<file path="config.mk">
export PLATFORM = sky130hd
export DESIGN_NAME = downcount_monitor
export DESIGN_NICKNAME = d
export VERILOG_FILES = /design/src/rtl/downcount_monitor.sv
export SDC_FILE = /design/constraint.sdc
export NUM_CORES = 1
export LEC_CHECK = 0
export CAP_MARGIN = 25
export CORE_MARGIN = 8
export CORE_UTILIZATION = 55
export CTS_BUF_LIST = sky130_fd_sc_hd__clkbuf_4
export CTS_CLUSTER_SIZE = 14
export DETAILED_ROUTE_END_ITERATION = 10
export HOLD_SLACK_MARGIN = 0.08
export PLACE_DENSITY = 0.85
export REMOVE_ABC_BUFFERS = 1
export SYNTH_ARGS = -nofsm -noshare
export SYNTH_HDL_FRONTEND = slang
export SYNTH_SLANG_ARGS = --single-unit
</file>
<file path="constraint.sdc">
create_clock -name clk -period 3.54 [get_ports clk]
set_input_delay 0.708 -clock clk [delete_from_list [all_inputs] [get_ports clk]]
set_output_delay 0.708 -clock clk [all_outputs]
set_load 0.05 [all_outputs]
</file>
<file path="src/rtl/downcount_monitor.sv">
// Sequence checker for a down counter: locks on all-ones, flags terminal count,
// counts wraps and mismatches, and latches a fault on repeated consecutive misses.
module downcount_monitor #(
  parameter int unsigned WIDTH    = 4,
  parameter int unsigned WRAP_W   = 8,
  parameter int unsigned ERR_W    = 4,
  parameter int unsigned MAX_MISS = 3
) (
  input  logic              clk,
  input  logic              rest,
  input  logic [WIDTH-1:0]  cnt_in,
  input  logic              cnt_vld,
  input  logic              clr,
  output logic              tc,
  output logic [WRAP_W-1:0] wrap_cnt,
  output logic [ERR_W-1:0]  err_cnt,
  output logic              locked,
  output logic              fault
);

  localparam int unsigned MISS_W = 4;
  localparam logic [WIDTH-1:0]  CNT_ONES  = '1;
  localparam logic [WRAP_W-1:0] WRAP_ONES = '1;
  localparam logic [ERR_W-1:0]  ERR_ONES  = '1;

  typedef enum logic [1:0] {
    SEARCH = 2'd0,
    TRACK  = 2'd1,
    FAULT  = 2'd2
  } state_t;

  state_t              state_q, state_d;
  logic [WIDTH-1:0]    prev_q, prev_d;
  logic [MISS_W-1:0]   miss_run_q, miss_run_d;
  logic [WRAP_W-1:0]   wrap_q, wrap_d;
  logic [ERR_W-1:0]    err_q, err_d;
  logic                tc_q, tc_d;
  logic                locked_q, locked_d;
  logic                fault_q, fault_d;

  logic [WIDTH-1:0]    exp_val;
  logic                match;
  logic                miss_limit;

  assign exp_val    = WIDTH'(prev_q - WIDTH'(1));
  assign match      = (cnt_in == exp_val);
  assign miss_limit = (MISS_W'(miss_run_q + MISS_W'(1)) == MISS_W'(MAX_MISS));

  // State register
  always_ff @(posedge clk) begin
    if (rest) state_q <= SEARCH;
    else      state_q <= state_d;
  end

  // Next-state logic
  always_comb begin
    state_d = state_q;
    if (clr) begin
      state_d = SEARCH;
    end else if (cnt_vld) begin
      unique case (state_q)
        SEARCH:  if (cnt_in == CNT_ONES) state_d = TRACK;
        TRACK:   if (!match && miss_limit) state_d = FAULT;
        FAULT:   state_d = FAULT;
        default: state_d = SEARCH;
      endcase
    end
  end

  // Datapath and output next values
  always_comb begin
    prev_d     = prev_q;
    miss_run_d = miss_run_q;
    wrap_d     = wrap_q;
    err_d      = err_q;
    tc_d       = 1'b0;
    if (clr) begin
      miss_run_d = '0;
      wrap_d     = '0;
      err_d      = '0;
    end else if (cnt_vld) begin
      unique case (state_q)
        SEARCH: begin
          if (cnt_in == CNT_ONES) begin
            prev_d     = cnt_in;
            miss_run_d = '0;
          end
        end
        TRACK: begin
          prev_d = cnt_in;
          if (match) begin
            miss_run_d = '0;
            tc_d       = (cnt_in == '0);
            // A matched all-ones after zero is exactly one wrap-around.
            if (prev_q == '0 && wrap_q != WRAP_ONES) wrap_d = WRAP_W'(wrap_q + WRAP_W'(1));
          end else begin
            miss_run_d = MISS_W'(miss_run_q + MISS_W'(1));
            if (err_q != ERR_ONES) err_d = ERR_W'(err_q + ERR_W'(1));
          end
        end
        default: ;
      endcase
    end
    locked_d = (state_d == TRACK);
    fault_d  = (state_d == FAULT);
  end

  // Registered datapath and outputs
  always_ff @(posedge clk) begin
    if (rest) begin
      prev_q     <= '0;
      miss_run_q <= '0;
      wrap_q     <= '0;
      err_q      <= '0;
      tc_q       <= 1'b0;
      locked_q   <= 1'b0;
      fault_q    <= 1'b0;
    end else begin
      prev_q     <= prev_d;
      miss_run_q <= miss_run_d;
      wrap_q     <= wrap_d;
      err_q      <= err_d;
      tc_q       <= tc_d;
      locked_q   <= locked_d;
      fault_q    <= fault_d;
    end
  end

  assign tc       = tc_q;
  assign wrap_cnt = wrap_q;
  assign err_cnt  = err_q;
  assign locked   = locked_q;
  assign fault    = fault_q;

endmodule

</file>
==> flow_metrics.py <==
metrics = {
    "outcome": {
        "status": "completed",
    },
    "final_layout": {
        "stdcell_count": 201,
        "num-fill-cells": 215,
        "drive_gt1_share_pct": 7.60,
        "nets": 186,
        "area_delta_synth_final_pct": 20.8,
        "antennaDiodeCount": 0,
        "finalInstanceArea_um2": 1610,
        "fin_util_pct": 67.5,
    },
    "cts": {
        "clk_path_buf_depth": 2,
        "holdBufCountCts": 0,
        "cts_tree": "yes",
        "post_cts_resized": 0,
        "root_buffer": "clkbuf_4",
        "cts_htree_levels": 1,
        "clkSinkCount": 25,
        "clk_pin_slew_worst_paths_ps": 140,
        "cts_made_buffers": 3,
        "clock_latency_ps": 320,
        "post_cts_buffers": 0,
    },
    "yosys": {
        "synth.avg_cell_area_um2": 9.07,
        "synth_top_area_cell": "dfxtp_1",
        "synth_edf_count": 0,
        "async_reset_ff_share_pct": 0,
        "ys.warnings.count": 0,
        "ys_top_cells_by_area": "dfxtp_1, ha_1, nor2_1, mux2i_1, a21oi_1",
        "ys_seq_elements": 25,
        "synth_top_area_share_pct": 37.5,
        "synth.cell_area_um2": 1330,
        "ys_types": 42,
        "ys.flop_type": "dfxtp_1",
        "seq_area_frac_synth_pct": 37.5,
        "syn_inst": 147,
    },
    "drt": {
        "route.detailed.drc": 0,
        "routed_wl_mm": 2.97,
        "antenna_left": 0,
        "vias_per_cell": 5.78,
        "drt_iter0_drc": 97,
        "drtPass1Iterations": 4,
        "wl_per_cell_um": 14.8,
        "via_count": 1161,
    },
    "power_and_ir_drop": {
        "p_sw_share_pct": 23.3,
        "p_leak_nw": 0.589,
        "p_int_mw": 0.339,
        "power_switching_mw": 0.103,
        "powerDensity_nw_per_um2": 274,
        "ir_worst_vdd_uv": 333,
        "seqPwrFrac_pct": 63.9,
        "clkPwrFrac_pct": 28.2,
        "p_comb_share_pct": 7.9,
    },
    "critical_path": {
        "cpPeakStageDelay_ps": 850,
        "path_buf_inv": 1,
        "slowest_stage": "clkdlybuf4s50_1",
        "cp_max_fo": 8,
        "crit_path_cell_trace": "clkdlybuf4s50_1",
        "worstPathRequired_ps": 2830,
        "worst_setup_path_end_kind": "primary output",
        "criticalPathCategory": "reg2out",
        "critPathTopFamily": "buffers and inverters",
        "arrival_ps": 1620,
        "crit_path_start_kind": "register",
    },
    "timing": {
        "rsz0062_at_grt": "no",
        "slew_viol_final": 0,
        "timing.final.hold_violations": 0,
        "whs_ps": 516,
        "totalNegativeSetupSlack_ps": 0,
        "fin_worst_skew_ps": 10.7,
        "min_period_over_period_pct": 65.9,
        "finalSetupViolCount": 0,
        "worst_pin_slew_ps": 573,
        "post-route-min-period_ps": 2330,
        "relSlewSlack_pct": 61.4,
        "fmax_ghz": 0.429,
    },
    "placed_design": {
        "dpl_cell_area_um2": 1580,
        "port_buffers": 22,
        "numPlacedInstances": 197,
        "place.gp.congestion": 0.822,
        "dp_hpwl_mm": 2.31,
    },
    "grt": {
        "grt_pass1_vias": 1143,
        "grt-ovfl-total": 0,
        "grt_start_max_net_pins": 19,
        "antenna_found_initial": 0,
        "grtUsageTotal_pct": 14.7,
        "grt_pass1_wl_mm": 5.13,
    },
    "die": {
        "design.core.area_um2": 2390,
        "die-area_um2": 4260,
        "start_util_pct": 55.9,
        "rows": 18,
        "fp.dieW_um": 65.2,
        "ios": 23,
        "die-height_um": 65.2,
    },
    "worst_hold_path": {
        "hp-class": "reg2reg",
    },
    "job": {
        "drv_cap": 0,
    },
}
## cell type report
cell class	count	area, um2	share of cell area [%]
Clock inverter	1	5.00	0.311
Timing Repair Buffer	22	220	13.7
Clock buffer	3	22.5	1.40
Sequential cell	25	500	31.1
Tap cell	30	37.5	2.33
Inverter	5	18.8	1.16
Multi-Input combinational cell	115	807	50.1
## power by group through the flow
| stage | logic, mW | registers [mW] | clock network [mW] |
|---|---|---|---|
| after floorplan | 0.0172 | 0.289 | 0 |
| after global placement | 0.0328 | 0.289 | 0 |
| after detailed placement | 0.0341 | 0.289 | 0 |
| after CTS | 0.0343 | 0.283 | 0.129 |
| after global routing | 0.0371 | 0.283 | 0.144 |
| final | 0.0348 | 0.283 | 0.125 |
## sequential cells by signal, summed over array words and instances (netlist names)
name / cells
prev_q: 4
wrap_cnt: 8
miss_run_q: 4
state_q: 2
locked: 1
tc: 1
fault: 1
err_cnt: 4
## cells in the mapped netlist (2+ instances only)
cell type  instances
xor2_1             4
and4_1             2
o21a_1             2
xnor2_1            2
and3_1             2
o31ai_1            3
ha_1               6
nand2_1           12
nand3b_1           2
nand4_1            2
mux2i_1            6
nor2_1            17
clkbuf_1           2
a31oi_1            4
nor4_1             2
or4_1              2
o21ai_0            4
and2_1             2
nand3_1            7
inv_1              5
nor3_1             4
a21oi_1            9
or3_1              3
dfxtp_1           25
## kinds of logic (layout without fill, tap and decap cells)
| group | count (synthesis) | in the layout | synth area share (%) |
|---|---|---|---|
| simple gates | 64 | 64 | 27.1 |
| mux | 6 | 6 | 4.50 |
| compound gates | 31 | 31 | 16.4 |
| flops | 25 | 25 | 37.5 |
| buf+inv | 7 | 31 | 1.97 |
| xor+xnor | 8 | 8 | 6.85 |
| fa+ha+maj | 6 | 6 | 5.63 |
## through the flow
step / power [mW] / setup WS, ps
after floorplan: 0.306 / 1440
after global placement: 0.322 / 958
after detailed placement: 0.323 / 885
after CTS: 0.446 / 1190
after global routing: 0.464 / 1130
final: 0.442 / 1210
## final timing paths
check | start | endpoint | slack, ps | cells past startpoint
max | wrap_cnt[3]$_SDFFE_PP0P_ | wrap_cnt[3] | 1210 | 1
min | miss_run_q[0]$_SDFFE_PP0P_ | miss_run_q[0]$_SDFFE_PP0P_ | 520 | 2
max reg2reg | prev_q[0]$_SDFFE_PP0P_ | wrap_cnt[7]$_SDFFE_PP0P_ | 1440 | 7
min reg2reg | miss_run_q[0]$_SDFFE_PP0P_ | miss_run_q[0]$_SDFFE_PP0P_ | 520 | 2
## placed cells by master, fill, tap and decap left out, types with 2 or more instances in the layout
cell type        synthesis  layout
dfxtp_1                 25      25
clkdlybuf4s50_1          0      22
nor2_1                  17      17
nand2_1                 12      12
a21oi_1                  9       9
nand3_1                  7       7
mux2i_1                  6       6
ha_1                     6       6
inv_1                    5       5
xor2_1                   4       4
o21ai_0                  4       4
a31oi_1                  4       4
nor3_1                   4       4
or3_1                    3       3
o31ai_1                  3       3
clkbuf_4                 0       3
xnor2_1                  2       2
and3_1                   2       2
and4_1                   2       2
and2_1                   2       2
nand3b_1                 2       2
nand4_1                  2       2
o21a_1                   2       2
or4_1                    2       2
nor4_1                   2       2
## metal layers
metal  share of wire, %  wire (um)  vias up  global-route usage (%)
met5                  0          0        -                       0
met2                 50       1490       40                    26.1
met4               0.50         15        0                    3.81
met1                 41       1220      538                    15.8
li1                   -          -      581                       -
met3                8.3        246        2                    6.12
Power figures use the tool's default switching activity.
